$ cat config.mk
export PLATFORM = sky130hd
export DESIGN_NAME = alu_8bit
export DESIGN_NICKNAME = d
export VERILOG_FILES = /design/src/rtl/alu_pkg.sv /design/src/rtl/alu_addsub.sv /design/src/rtl/alu_8bit.sv
export SDC_FILE = /design/constraint.sdc
export NUM_CORES = 1
export LEC_CHECK = 0
export BUFFER_PORTS_ARGS = -buffer_cell sky130_fd_sc_hd__buf_2
export CORE_MARGIN = 3
export CORE_UTILIZATION = 40
export DETAILED_ROUTE_END_ITERATION = 7
export SYNTH_ARGS = -nofsm -noshare
export SYNTH_HDL_FRONTEND = slang
export SYNTH_SLANG_ARGS = --single-unit
$ cat constraint.sdc
create_clock -name clk -period 2.4 [get_ports clk]
set_input_delay 0.36 -clock clk [delete_from_list [all_inputs] [get_ports clk]]
set_output_delay 0.36 -clock clk [all_outputs]
set_load 0.05 [all_outputs]
$ cat src/rtl/alu_pkg.sv
// Shared definitions for the registered 8-bit ALU: default datapath width and opcode encoding.
package alu_pkg;

    localparam int ALU_WIDTH = 8;

    typedef enum logic [2:0] {
        OP_ADD  = 3'b000,
        OP_SUB  = 3'b001,
        OP_AND  = 3'b010,
        OP_OR   = 3'b011,
        OP_XOR  = 3'b100,
        OP_SHL  = 3'b101,
        OP_SHR  = 3'b110,
        OP_PASS = 3'b111
    } alu_op_e;

endpackage

$ cat src/rtl/alu_addsub.sv
// Shared adder/subtractor: computes a + (b ^ {sub}) + sub in one WIDTH+1 adder.
// Signed-overflow output exists only when ALU_STATUS_FLAGS_EN is defined.
module alu_addsub #(
    parameter int WIDTH = 8
) (
    input  logic [WIDTH-1:0] a,
    input  logic [WIDTH-1:0] b,
    input  logic             sub,
    output logic [WIDTH-1:0] sum,
    output logic             carry
`ifdef ALU_STATUS_FLAGS_EN
    ,
    output logic             overflow
`endif
);

    logic [WIDTH-1:0] b_eff;
    logic [WIDTH:0]   total;

    assign b_eff = b ^ {WIDTH{sub}};
    assign total = {1'b0, a} + {1'b0, b_eff} + {{WIDTH{1'b0}}, sub};
    assign sum   = total[WIDTH-1:0];

    // Carry-out of a two's-complement subtract means "no borrow"; invert it to report borrow.
    assign carry = total[WIDTH] ^ sub;

`ifdef ALU_STATUS_FLAGS_EN
    assign overflow = (a[WIDTH-1] == b_eff[WIDTH-1]) && (sum[WIDTH-1] != a[WIDTH-1]);
`endif

endmodule

$ cat src/rtl/alu_8bit.sv
// Registered 8-bit ALU: opcode mux over shared add/sub, logic and shift ops, one-cycle latency.
// Define ALU_STATUS_FLAGS_EN to add registered zero/negative/overflow outputs.
module alu_8bit
    import alu_pkg::*;
#(
    parameter int WIDTH = ALU_WIDTH
) (
    input  logic             clk,
    input  logic             rst,
    input  logic             valid_in,
    input  logic [WIDTH-1:0] A,
    input  logic [WIDTH-1:0] B,
    input  logic [2:0]       opcode,
    output logic             valid_out,
    output logic [WIDTH-1:0] result,
    output logic             carry
`ifdef ALU_STATUS_FLAGS_EN
    ,
    output logic             zero,
    output logic             negative,
    output logic             overflow
`endif
);

    alu_op_e          op;
    logic             is_sub;
    logic [WIDTH-1:0] as_sum;
    logic             as_carry;
    logic [WIDTH-1:0] res_nxt;
    logic             carry_nxt;

    assign op     = alu_op_e'(opcode);
    assign is_sub = (op == OP_SUB);

`ifdef ALU_STATUS_FLAGS_EN
    logic as_ovf;
    logic ovf_nxt;
`endif

    alu_addsub #(.WIDTH(WIDTH)) u_addsub (
        .a       (A),
        .b       (B),
        .sub     (is_sub),
        .sum     (as_sum),
        .carry   (as_carry)
`ifdef ALU_STATUS_FLAGS_EN
        ,
        .overflow(as_ovf)
`endif
    );

    always_comb begin
        // NOTE: every output of this block gets a default first so no path can infer a latch.
        res_nxt   = A;
        carry_nxt = 1'b0;
        case (op)
            OP_ADD, OP_SUB: begin
                res_nxt   = as_sum;
                carry_nxt = as_carry;
            end
            OP_AND:  res_nxt = A & B;
            OP_OR:   res_nxt = A | B;
            OP_XOR:  res_nxt = A ^ B;
            OP_SHL: begin
                res_nxt   = {A[WIDTH-2:0], 1'b0};
                carry_nxt = A[WIDTH-1];
            end
            OP_SHR: begin
                res_nxt   = {1'b0, A[WIDTH-1:1]};
                carry_nxt = A[0];
            end
            OP_PASS: res_nxt = A;
            default: res_nxt = A;
        endcase
    end

`ifdef ALU_STATUS_FLAGS_EN
    assign ovf_nxt = is_sub || (op == OP_ADD) ? as_ovf : 1'b0;
`endif

    always_ff @(posedge clk) begin
        // NOTE: state registers use non-blocking assignments; reset wins over a same-cycle issue.
        if (rst) begin
            valid_out <= 1'b0;
            result    <= '0;
            carry     <= 1'b0;
`ifdef ALU_STATUS_FLAGS_EN
            zero      <= 1'b0;
            negative  <= 1'b0;
            overflow  <= 1'b0;
`endif
        end else begin
            valid_out <= valid_in;
            if (valid_in) begin
                result    <= res_nxt;
                carry     <= carry_nxt;
`ifdef ALU_STATUS_FLAGS_EN
                zero      <= (res_nxt == '0);
                negative  <= res_nxt[WIDTH-1];
                overflow  <= ovf_nxt;
`endif
            end
        end
    end

endmodule

* After elaboration in Yosys (flattened, before gate mapping)
Cells that the tools add are included.
Cells by class: add/sub/neg operators 2, multiply operators 0, divide/modulo/power cells 0, $lt $le $gt $ge 0, equal/unequal tests 7, shift operators 0, muxes and demuxes 2, bitwise logic cells 5, reduce and logical (&&, ||, !) cells 2
Operators by type and width (count):
- one-hot mux 8 bit (7 select lines) | 1
- XOR 8 bit | 2
- equality test 3 bit, second input constant | 4
- adder 8 x 8 -> 9 bit | 1
- adder 9 x 1 -> 9 bit | 1
- bitwise AND 8 bit | 1
- OR 8 bit | 1
- equality test 3 x 2 -> 1 bit, second input constant | 2
- equality test 3 x 1 -> 1 bit, second input constant | 1
- zero test 3 bit | 1
- one-hot mux 1 bit (3 select lines) | 1
- OR reduction 2 bit | 1
- XOR 1 bit | 1
Storage, ports and cells: flip-flop bits (word level) 10, bits in latches 0, bits in writable memories 0, ROM bits 0, bits of input ports 22, output and inout port bits 10, logic and storage cells 21, memories kept 0

* Logic depth before layout (Yosys ltp)
Gate-level depths: netlist (run 1).
word-level depth 6, mapped depth 11, mapped depth without buffers 10

* Modules after synthesis
Synthesis (run 1) repeated with hierarchy kept, for this count alone.
Unflattened totals: cells, all modules 190, area total of the unflattened synthesis 1539.0 µm²
Modules (own cells, without submodules):
- alu_8bit | times used 1, cells each 147, area an instance 1139.8 µm², sequential area each 200.2 µm²
- alu_addsub | times used 1, cells each 43, area an instance 399.1 µm², sequential area each 0.0 µm²

* Worst setup path after synthesis (run 1)
No wires, ideal clock.
path type input to register, start point input port opcode[2], end point register result[4], setup time 0.079 ns, arrival time 2.487 ns, required time 2.321 ns, setup slack -0.166 ns, stages 10, path buffers 1, cells stage by stage nor3b_1 -> buf_2 -> xnor2_1 -> inv_1 -> fa_1 -> nor2b_4 -> o21ai_0 -> a21bo_1 -> mux4_2 -> a211oi_2
On the way: cells in the longest elaborated chain, start to end 5, elaborated cells on any way between the ends 13, those cells by class 2 x add/sub; 7 x eq/ne; 1 x mux; 1 x bitwise; 2 x reduce/logical
Ends and longest elaborated chain:
- start: declaration | line alu_8bit.sv:13 | input logic [2:0] opcode,
- equality test 3 x 1 -> 1 bit | line alu_8bit.sv:33, alu_8bit.sv:56
- XOR 8 bit | line alu_addsub.sv:20 | assign b_eff = b ^ {WIDTH{sub}};
- adder 8 x 8 -> 9 bit | line alu_addsub.sv:21 | assign total = {1'b0, a} + {1'b0, b_eff} + {{WIDTH{1'b0}}, sub};
- adder 9 x 1 -> 9 bit | line alu_addsub.sv:21
- one-hot mux 8 bit (7 select lines) (*) | line alu_8bit.sv:56 | case (op)
- end signal: assignment | line alu_8bit.sv:95 | result <= res_nxt;
- end: declaration | line alu_8bit.sv:15 | output logic [WIDTH-1:0] result,
Every way passes the cells marked *; elsewhere a longest branch is shown, timed or not. A chain may end at the register's enable or synchronous reset.

* Worst setup path in the final report (run 1)
start point input port opcode[1], end point register result[4]
Same word-level chain as after synthesis.

==> implementation parameters, run 1 <==
Parameter                              Value

Run status
  Result of the run ... finished, final reports clean

Drt
  Antenna Violating Nets Remaining ... 0
  Total Wirelength ... 3710 um
  Total via count in the routed design ... 1461
  Number of vias per cell ... around 5.2
  DR WL/cell ... approximately 13 um
  Post-route DRC violation count ... 0
  DRC marker count from the first detailed-route iteration ... around 70
  TritonRoute pass-1 iters ... 4

Power and ir drop
  Max IR drop VDD ... ~0.12 mV
  LEAKAGE ... 0.938 nW
  Total power ... 0.772 mW
  Power per standard cell area ... about 400 mW/mm^2

Clock network
  Number of sinks on the clock net ... 10
  Number of buffers added by the clock tree synthesis step ... 3
  Register clock-pin slew on the reported worst setup and hold paths ... roughly 0.050 ns
  Clock latency of the later-clocked register in the worst-skew pair ... approximately 0.23 ns
  Clk buf depth ... 2
  Hold_buf cts ... 0
  TritonCTS clock tree ... built
  Buffer cell driving the clock tree root ... clkbuf_8
  Maximum level of the CTS H-tree ... 1

Die
  Horizontal die dimension ... 68.8 um
  Initial core utilization ... ~42%
  Die Area ... between 0.004 and 0.005 mm^2
  Num rows ... 22
  Floorplan die height ... ~69 um
  Area of the core ... about 0.0037 mm^2
  Number of placed I/O pins ... 32

Yosys
  Avg Synthesized Cell Area ... approximately 8.4 um^2
  Number of synthesized flops with an enable pin ... 0
  Share of the yosys chip area belonging to registers ... approximately 13%
  Distinct cells, synth ... 48
  Most used flip-flop cell after synthesis ... dfxtp_1
  Syn_nets ... around 240
  FFs w/ async S/R, synth ... 0%
  Register bit total from synthesis ... 10
  Ys Warns ... 0
  Synthesized cell area ... about 0.0016 mm^2
  Synthesized netlist cell count ... 189

Timing
  Slew @ Worst Pin ... 0.432 ns
  Final critical path time including I/O delays and setup ... 2.30 ns
  Minimum setup slack in the final design ... approximately 0.10 ns
  Final-report hold violation count ... 0
  FMAX ... 435 MHz
  Setup Viol. Count Final ... 0
  RSZ-0062 raised after global routing ... yes
  Setup Skew ... 0 ns
  Final cycle utilization of the critical path ... between 90% and 100%
  Final-report max-slew violation count ... 0
  Headroom to the max-slew limit ... between 70% and 80%

Place
  Setup Slack @ Placement ... -0.200 ns
  Dpl cells ... 279
  Buffers on Ports ... 31
  Area of placed instances ... 0.00187 mm^2
  Detailed Place HPWL ... roughly 3000 um
  Final RePlAce weighted congestion ... roughly 0.79

GRT
  Initial antenna violation count ... 0
  Number of global-route vias before repair ... roughly 1400
  Global routing usage summed across all routing layers ... approximately 18%
  Global route overflow ... 0
  First-pass GRT wire length ... around 6500 um
  Maximum number of pins on one net before global-route repair ... 28

Critical path
  Largest fanout of any net on the critical path ... 4
  Critical path launch point type ... input pin
  Endpoint arrival time on the critical path ... between 2 and 2.5 ns
  Cells along the critical path ... buf_6 > nor3b_4 > buf_6 > xnor2_2 > ha_1 > o21a_2 > o31ai_4 > a21bo_1 > mux4_2 > a211oi_2
  Cell with the biggest individual delay on the critical path ... mux4_2
  Peak per-stage delay on the critical path ... between 0.4 and 0.5 ns
  Worst path buffer plus inverter count ... 2
  Category of the worst setup path capture point ... flip-flop
  Crit path required time ... roughly 2.6 ns
  Crit Path Category ... input pin to flip-flop
  Delay-heaviest family, CP ... compound AO/OA/AOI/OAI gates
  CP dominant cell by count ... buf_6

Cells and area
  Final instance count without filler cells ... 282
  Post-route cell area ... just under 0.002 mm^2
  Post-synthesis to final-layout area growth ... 22.8%
  Nets ... 282
  Number of antenna repair diodes ... 0
  Share of final-layout standard cells stronger than drive strength 1 ... a little over 30%
  Final core area utilization ... roughly 52%

Min path
  Class of the most critical hold timing path ... input pin to flip-flop

Run
  Max-cap check violation count ... 0
[cell usage after synthesis, types with 2 or more instances]
library cell,instances,area [um^2]
ha_1,23,288
inv_1,22,82.6
nand2_1,13,48.8
nor2_1,13,48.8
a21oi_1,12,60.1
dfxtp_1,10,200
xnor2_1,10,87.6
mux2i_1,7,70.1
nand2b_1,7,43.8
o21ai_0,7,35.0
o21ai_1,6,30.0
nand3_1,5,25.0
mux4_2,4,90.1
buf_6,3,33.8
clkbuf_8,3,41.3
nor3b_1,3,22.5
o221ai_1,3,26.3
a221o_1,2,20.0
a22oi_1,2,15.0
clkbuf_1,2,7.51
nor3_1,2,10.0
o211ai_1,2,15.0
o21a_1,2,15.0
o22ai_1,2,12.5
[timing repair]
action	CTS	global route
resized for setup	0	8
setup endpoints to repair	0	2
setup buffers	0	0
[registers in the layout, indices dropped and copies added, names as in the netlist]
signal	count
carry	1
result	8
valid_out	1
[power by group]
group          leakage (nW)  internal (mW)  switching (mW)
sequential           0.0830          0.182         0.00664
clock                0.0216          0.109          0.0581
combinational         0.834          0.186           0.230
[kinds of logic (layout without fill, tap and decap cells)]
logic type	after synthesis	after routing	synth area share (%)
AOI/OAI and AO/OA	51	51	23.1
xor gates and xnor gates	10	10	5.55
adders and majority gates	24	24	19.5
buffers and inverters	32	77	12.0
DFF	10	10	12.7
muxes	12	12	10.9
and+or+nand+nor	50	50	16.2
[per-layer routing]
metal	track usage, %	part of all wire (%)	routed length [um]	up-vias
met3	1.62	5.2	193	2
met1	25.2	49	1810	661
met5	0	0	0	-
met4	3.65	0.35	13	0
li1	-	-	-	761
met2	29.4	46	1690	37
[layout by cell type (no fill, tap or decap), drive strengths merged, types with 3 or more instances in the layout]
master  count
nand2      13
a21oi      12
nor2       13
nand2b      7
ha         23
nor3b       3
o21ai      13
nand3       5
mux4        4
o21a        3
mux2i       7
clkbuf      3
dfxtp      10
o221ai      3
inv        22
buf        52
xnor2      10
[worst paths after layout]
kind / from / end / slack, ns / depth (start not counted)
worst min-delay path: rst / result[4] / 0.45 / 2
worst max register to register: result[6] / result[6] / 1.33 / 4
worst min register to register: result[1] / result[1] / 0.46 / 2
worst max-delay path: opcode[1] / result[4] / 0.10 / 10
[area by class of cell]
type / instances / area [um^2]
Clock buffer: 3 / 41.3
Tap cell: 48 / 60.1
Timing Repair Buffer: 52 / 329
Sequential cell: 10 / 200
Multi-Input combinational cell: 147 / 1230
Inverter: 22 / 82.6
Fill cell: 393 / 1800
[through the flow]
| stage | TNS (ns) | hold slack, ns |
|---|---|---|
| 5_1_grt | -0.0163 | 0.465 |
| 3_5_place_dp | -0.537 | 0.457 |
| 2_1_floorplan | 0 | 0.572 |
| 6_report | 0 | 0.453 |
| 3_3_place_gp | -0.338 | 0.455 |
| 4_1_cts | 0 | 0.446 |
(Power assumes the default switching activity.)
==> run 2: changes to the inputs <==
--- a/config.mk
+++ b/config.mk
@@ -13,2 +13,3 @@
 export SYNTH_HDL_FRONTEND = slang
+export SYNTH_HIERARCHICAL = 1
 export SYNTH_SLANG_ARGS = --single-unit
==> constraint.sdc (replaced) <==
create_clock -name clk -period 2.9 [get_ports clk]
set_input_delay 0.435 -clock clk [delete_from_list [all_inputs] [get_ports clk]]
set_output_delay 0.435 -clock clk [all_outputs]
set_load 0.01 [all_outputs]
==> run 2 against run 1 <==
Register-to-register slack gained 0.82 ns; clock power shrank 18%; core utilization shrank 1.2 points; sequential share of layout area grew 0.92 points; die area shrank 2.3%; combinational power shrank 35%; critical endpoint is now result[7].
==> implementation parameters, run 2 <==
Parameter                              Value

Yosys
  Commonest cells in the synthesized netlist ... 23 x ha_1, 21 x inv_1, 12 x nand2_1 (was 23 x ha_1, 22 x inv_1, 13 x nand2_1, 13 x nor2_1, 12 x a21oi_1)
  Leading cell types by total area after synthesis ... ha_1 19%, dfxtp_1 13%, xor2_1 5.7% (was ha_1 18%, dfxtp_1 13%, mux4_2 5.7%)
  Number of synthesized flops with an enable pin ... 0 (unchanged)
  Distinct cells, synth ... 54 (was 48)
  Avg Synthesized Cell Area ... 8.10 um^2 (was 8.35 um^2)
  Ys Warns ... 6 (was 0)
  Portion of synthesized cell area occupied by the leading cell type ... 18.7% (was 18.2%)
  Post-synth top area cell ... ha_1 (unchanged)
  Most used flip-flop cell after synthesis ... dfxtp_1 (unchanged)
  Share of the yosys chip area belonging to registers ... 13.0% (was 12.7%)
  Synthesized cell area ... 0.00154 mm^2 (was 0.00158 mm^2)
  Register bit total from synthesis ... 10 (unchanged)
  Syn_nets ... 236 (was 235)
  Synthesized netlist cell count ... 190 (was 189)
  FFs w/ async S/R, synth ... 0% (unchanged)
  Count leader, synth ... ha_1 (unchanged)

Min path
  Class of the most critical hold timing path ... flip-flop to flip-flop (was input pin to flip-flop)

GRT
  First-pass GRT wire length ... 5700 um (was 6470 um)
  Global route overflow ... 0 (unchanged)
  Initial antenna violation count ... 0 (unchanged)
  Global routing usage summed across all routing layers ... 15.8% (was 17.8%)
  Maximum number of pins on one net before global-route repair ... 36 (was 28)
  Number of global-route vias before repair ... 1254 (was 1429)

Clock network
  Number of sinks on the clock net ... 10 (unchanged)
  TritonCTS clock tree ... built (unchanged)
  Clock latency of the later-clocked register in the worst-skew pair ... 0.23 ns (about the same)
  Maximum level of the CTS H-tree ... 1 (unchanged)
  Buffer cell driving the clock tree root ... clkbuf_8 (unchanged)
  Hold_buf cts ... 0 (unchanged)
  Post-cts repair resize count ... 0 (unchanged)
  Number of buffers added by the clock tree synthesis step ... 3 (unchanged)
  Postcts setup bufs ... 0 (unchanged)
  Register clock-pin slew on the reported worst setup and hold paths ... 0.04 ns (was 0.05 ns)
  Clk buf depth ... 2 (unchanged)

Cells and area
  Post-synthesis to final-layout area growth ... 15.7% (was 22.8%)
  Max reg flops ... 8 (unchanged)
  Number of antenna repair diodes ... 0 (unchanged)
  Most used cells in the layout excluding fill and tap cells ... 31 x buf_2, 23 x ha_1, 21 x inv_1 (was 29 x buf_2, 23 x ha_1, 22 x inv_1)
  Share of final-layout standard cells stronger than drive strength 1 ... 25.1% (was 31.2%)
  Fillers ... 379 (was 393)
  Nets ... 271 (was 282)
  Commonest non-fill, non-tap cell in the layout ... buf_2 (unchanged)
  Register containing the most flip-flops in the final layout ... result (unchanged)
  Biggest regs ... result: 8 flops, carry: 1 flops, valid_out: 1 flops (unchanged)
  Final instance count without filler cells ... 269 (was 282)
  Post-route cell area ... 0.00178 mm^2 (was 0.00194 mm^2)

Drt
  Post-route DRC violation count ... 0 (unchanged)
  Antenna Violating Nets Remaining ... 0 (unchanged)
  DRC marker count from the first detailed-route iteration ... 35 (was 71)
  TritonRoute pass-1 iters ... 4 (unchanged)
  DR WL/cell ... 12.5 um (was 13.1 um)
  Number of vias per cell ... 5.18 (about the same)
  Total via count in the routed design ... 1394 (was 1461)
  Total Wirelength ... 3370 um (was 3710 um)

Place
  Area of placed instances ... 0.00174 mm^2 (was 0.00187 mm^2)
  Final RePlAce weighted congestion ... 0.821 (was 0.789)
  Buffers on Ports ... 31 (unchanged)
  Dpl cells ... 266 (was 279)
  Setup Slack @ Placement ... -0.120 ns (was -0.200 ns)
  Detailed Place HPWL ... 2620 um (was 3030 um)

Timing
  Final critical path time including I/O delays and setup ... between 2 and 3 ns
  Setup Skew ... 0 ns (unchanged)
  Minimum setup slack in the final design ... 0.221 ns (was 0.101 ns)
  Final-report hold violation count ... 0 (unchanged)
  Slew @ Worst Pin ... 0.515 ns (was 0.432 ns)
  FMAX ... 373 MHz
  Final-report max-slew violation count ... 0 (unchanged)
  RSZ-0062 raised after global routing ... no (was yes)
  Final cycle utilization of the critical path ... ~92%
  Setup Viol. Count Final ... 0 (unchanged)
  Headroom to the max-slew limit ... 65.6% (was 70.9%)

Die
  Num rows ... 21 (was 22)
  Area of the core ... 0.00352 mm^2 (was 0.00374 mm^2)
  Die Area ... 0.00463 mm^2 (was 0.00474 mm^2)
  Initial core utilization ... 43.7% (was 42.2%)
  Horizontal die dimension ... 68.0 um (was 68.8 um)
  Floorplan die height ... 68.0 um (was 68.8 um)
  Number of placed I/O pins ... 32 (unchanged)

Power and ir drop
  LEAKAGE ... 0.921 nW (was 0.938 nW)
  Max IR drop VDD ... 0.0951 mV (was 0.120 mV)
  Power per standard cell area ... 317 mW/mm^2 (was 398 mW/mm^2)

Critical path
  Category of the worst setup path capture point ... flip-flop (unchanged)
  Crit Path Category ... input pin to flip-flop (unchanged)
  Largest fanout of any net on the critical path ... 6 (was 4)
  Crit path required time ... 3.06 ns (was 2.55 ns)
  Endpoint arrival time on the critical path ... 2.83 ns (was 2.45 ns)
  Critical path launch point type ... input pin (unchanged)

Run
  Max-cap check violation count ... 0 (unchanged)

Run status
  Result of the run ... finished, final reports clean (unchanged)
==> run 2: worst max-delay path, stage by stage <==
cell,delay (ns)
buf_2,0.10
nor2_1,0.15
and2_2,0.27
xor2_1,0.26
ha_1,0.29
and4_1,0.15
a211o_1,0.31
o31ai_2,0.20
xnor2_1,0.14
a2bb2oi_1,0.07
o221a_1,0.24
a211oi_2,0.20
==> run 2: power by group <==
part / internal [mW] / switching (mW) / leakage [nW] / total (mW)
combinational: 0.131 / 0.141 / 0.817 / 0.272
clock: 0.0902 / 0.0473 / 0.0216 / 0.137
sequential: 0.150 / 0.00468 / 0.0827 / 0.155
==> run 2: cell families after synthesis <==
kind of cell    Yosys count  share of synthesized area [%]
simple gates             49                           17.1
compound gates           48                           22.8
buf+inv                  34                           11.6
fa+ha+maj                24                           20.0
xor+xnor                 15                           8.54
mux                      10                           6.91
flops                    10                           13.0
==> run 2: cell type report <==
type	instances	area, um^2	area share, %
clock buffer	3	41.3	2.32
inverter	22	82.6	4.64
multi-input combinational	146	1160	65.2
sequential	10	200	11.2
tap	46	57.6	3.23
timing repair buffer	42	238	13.4
==> run 2: path summary, 6_finish.rpt <==
path | from | endpoint | slack, ns | cells past startpoint
max | opcode[2] | result[7] | 0.22 | 12
min | result[3] | result[3] | 0.44 | 2
max reg2reg | result[0] | result[0] | 2.15 | 2
min reg2reg | result[3] | result[3] | 0.44 | 2
==> run 2: layer usage <==
layer	track usage [%]	vias up	part of all wire (%)
li1	-	739	-
met1	22.3	621	51
met2	25.3	31	44
met3	0.985	3	4.2
met4	4.96	0	0.95
met5	0	-	0
==> run 2: through the flow <==
stage	setup TNS [ns]	total power, mW	util (%)	hold slack [ns]
after CTS	0	0.570	50.5	0.440
after floorplan	0	0.348	-	0.463
after global routing	0	0.614	50.6	0.445
final	0	0.564	50.6	0.436
after global placement	-0.0541	0.429	49.4	0.422
after detailed placement	-0.184	0.429	49.4	0.430
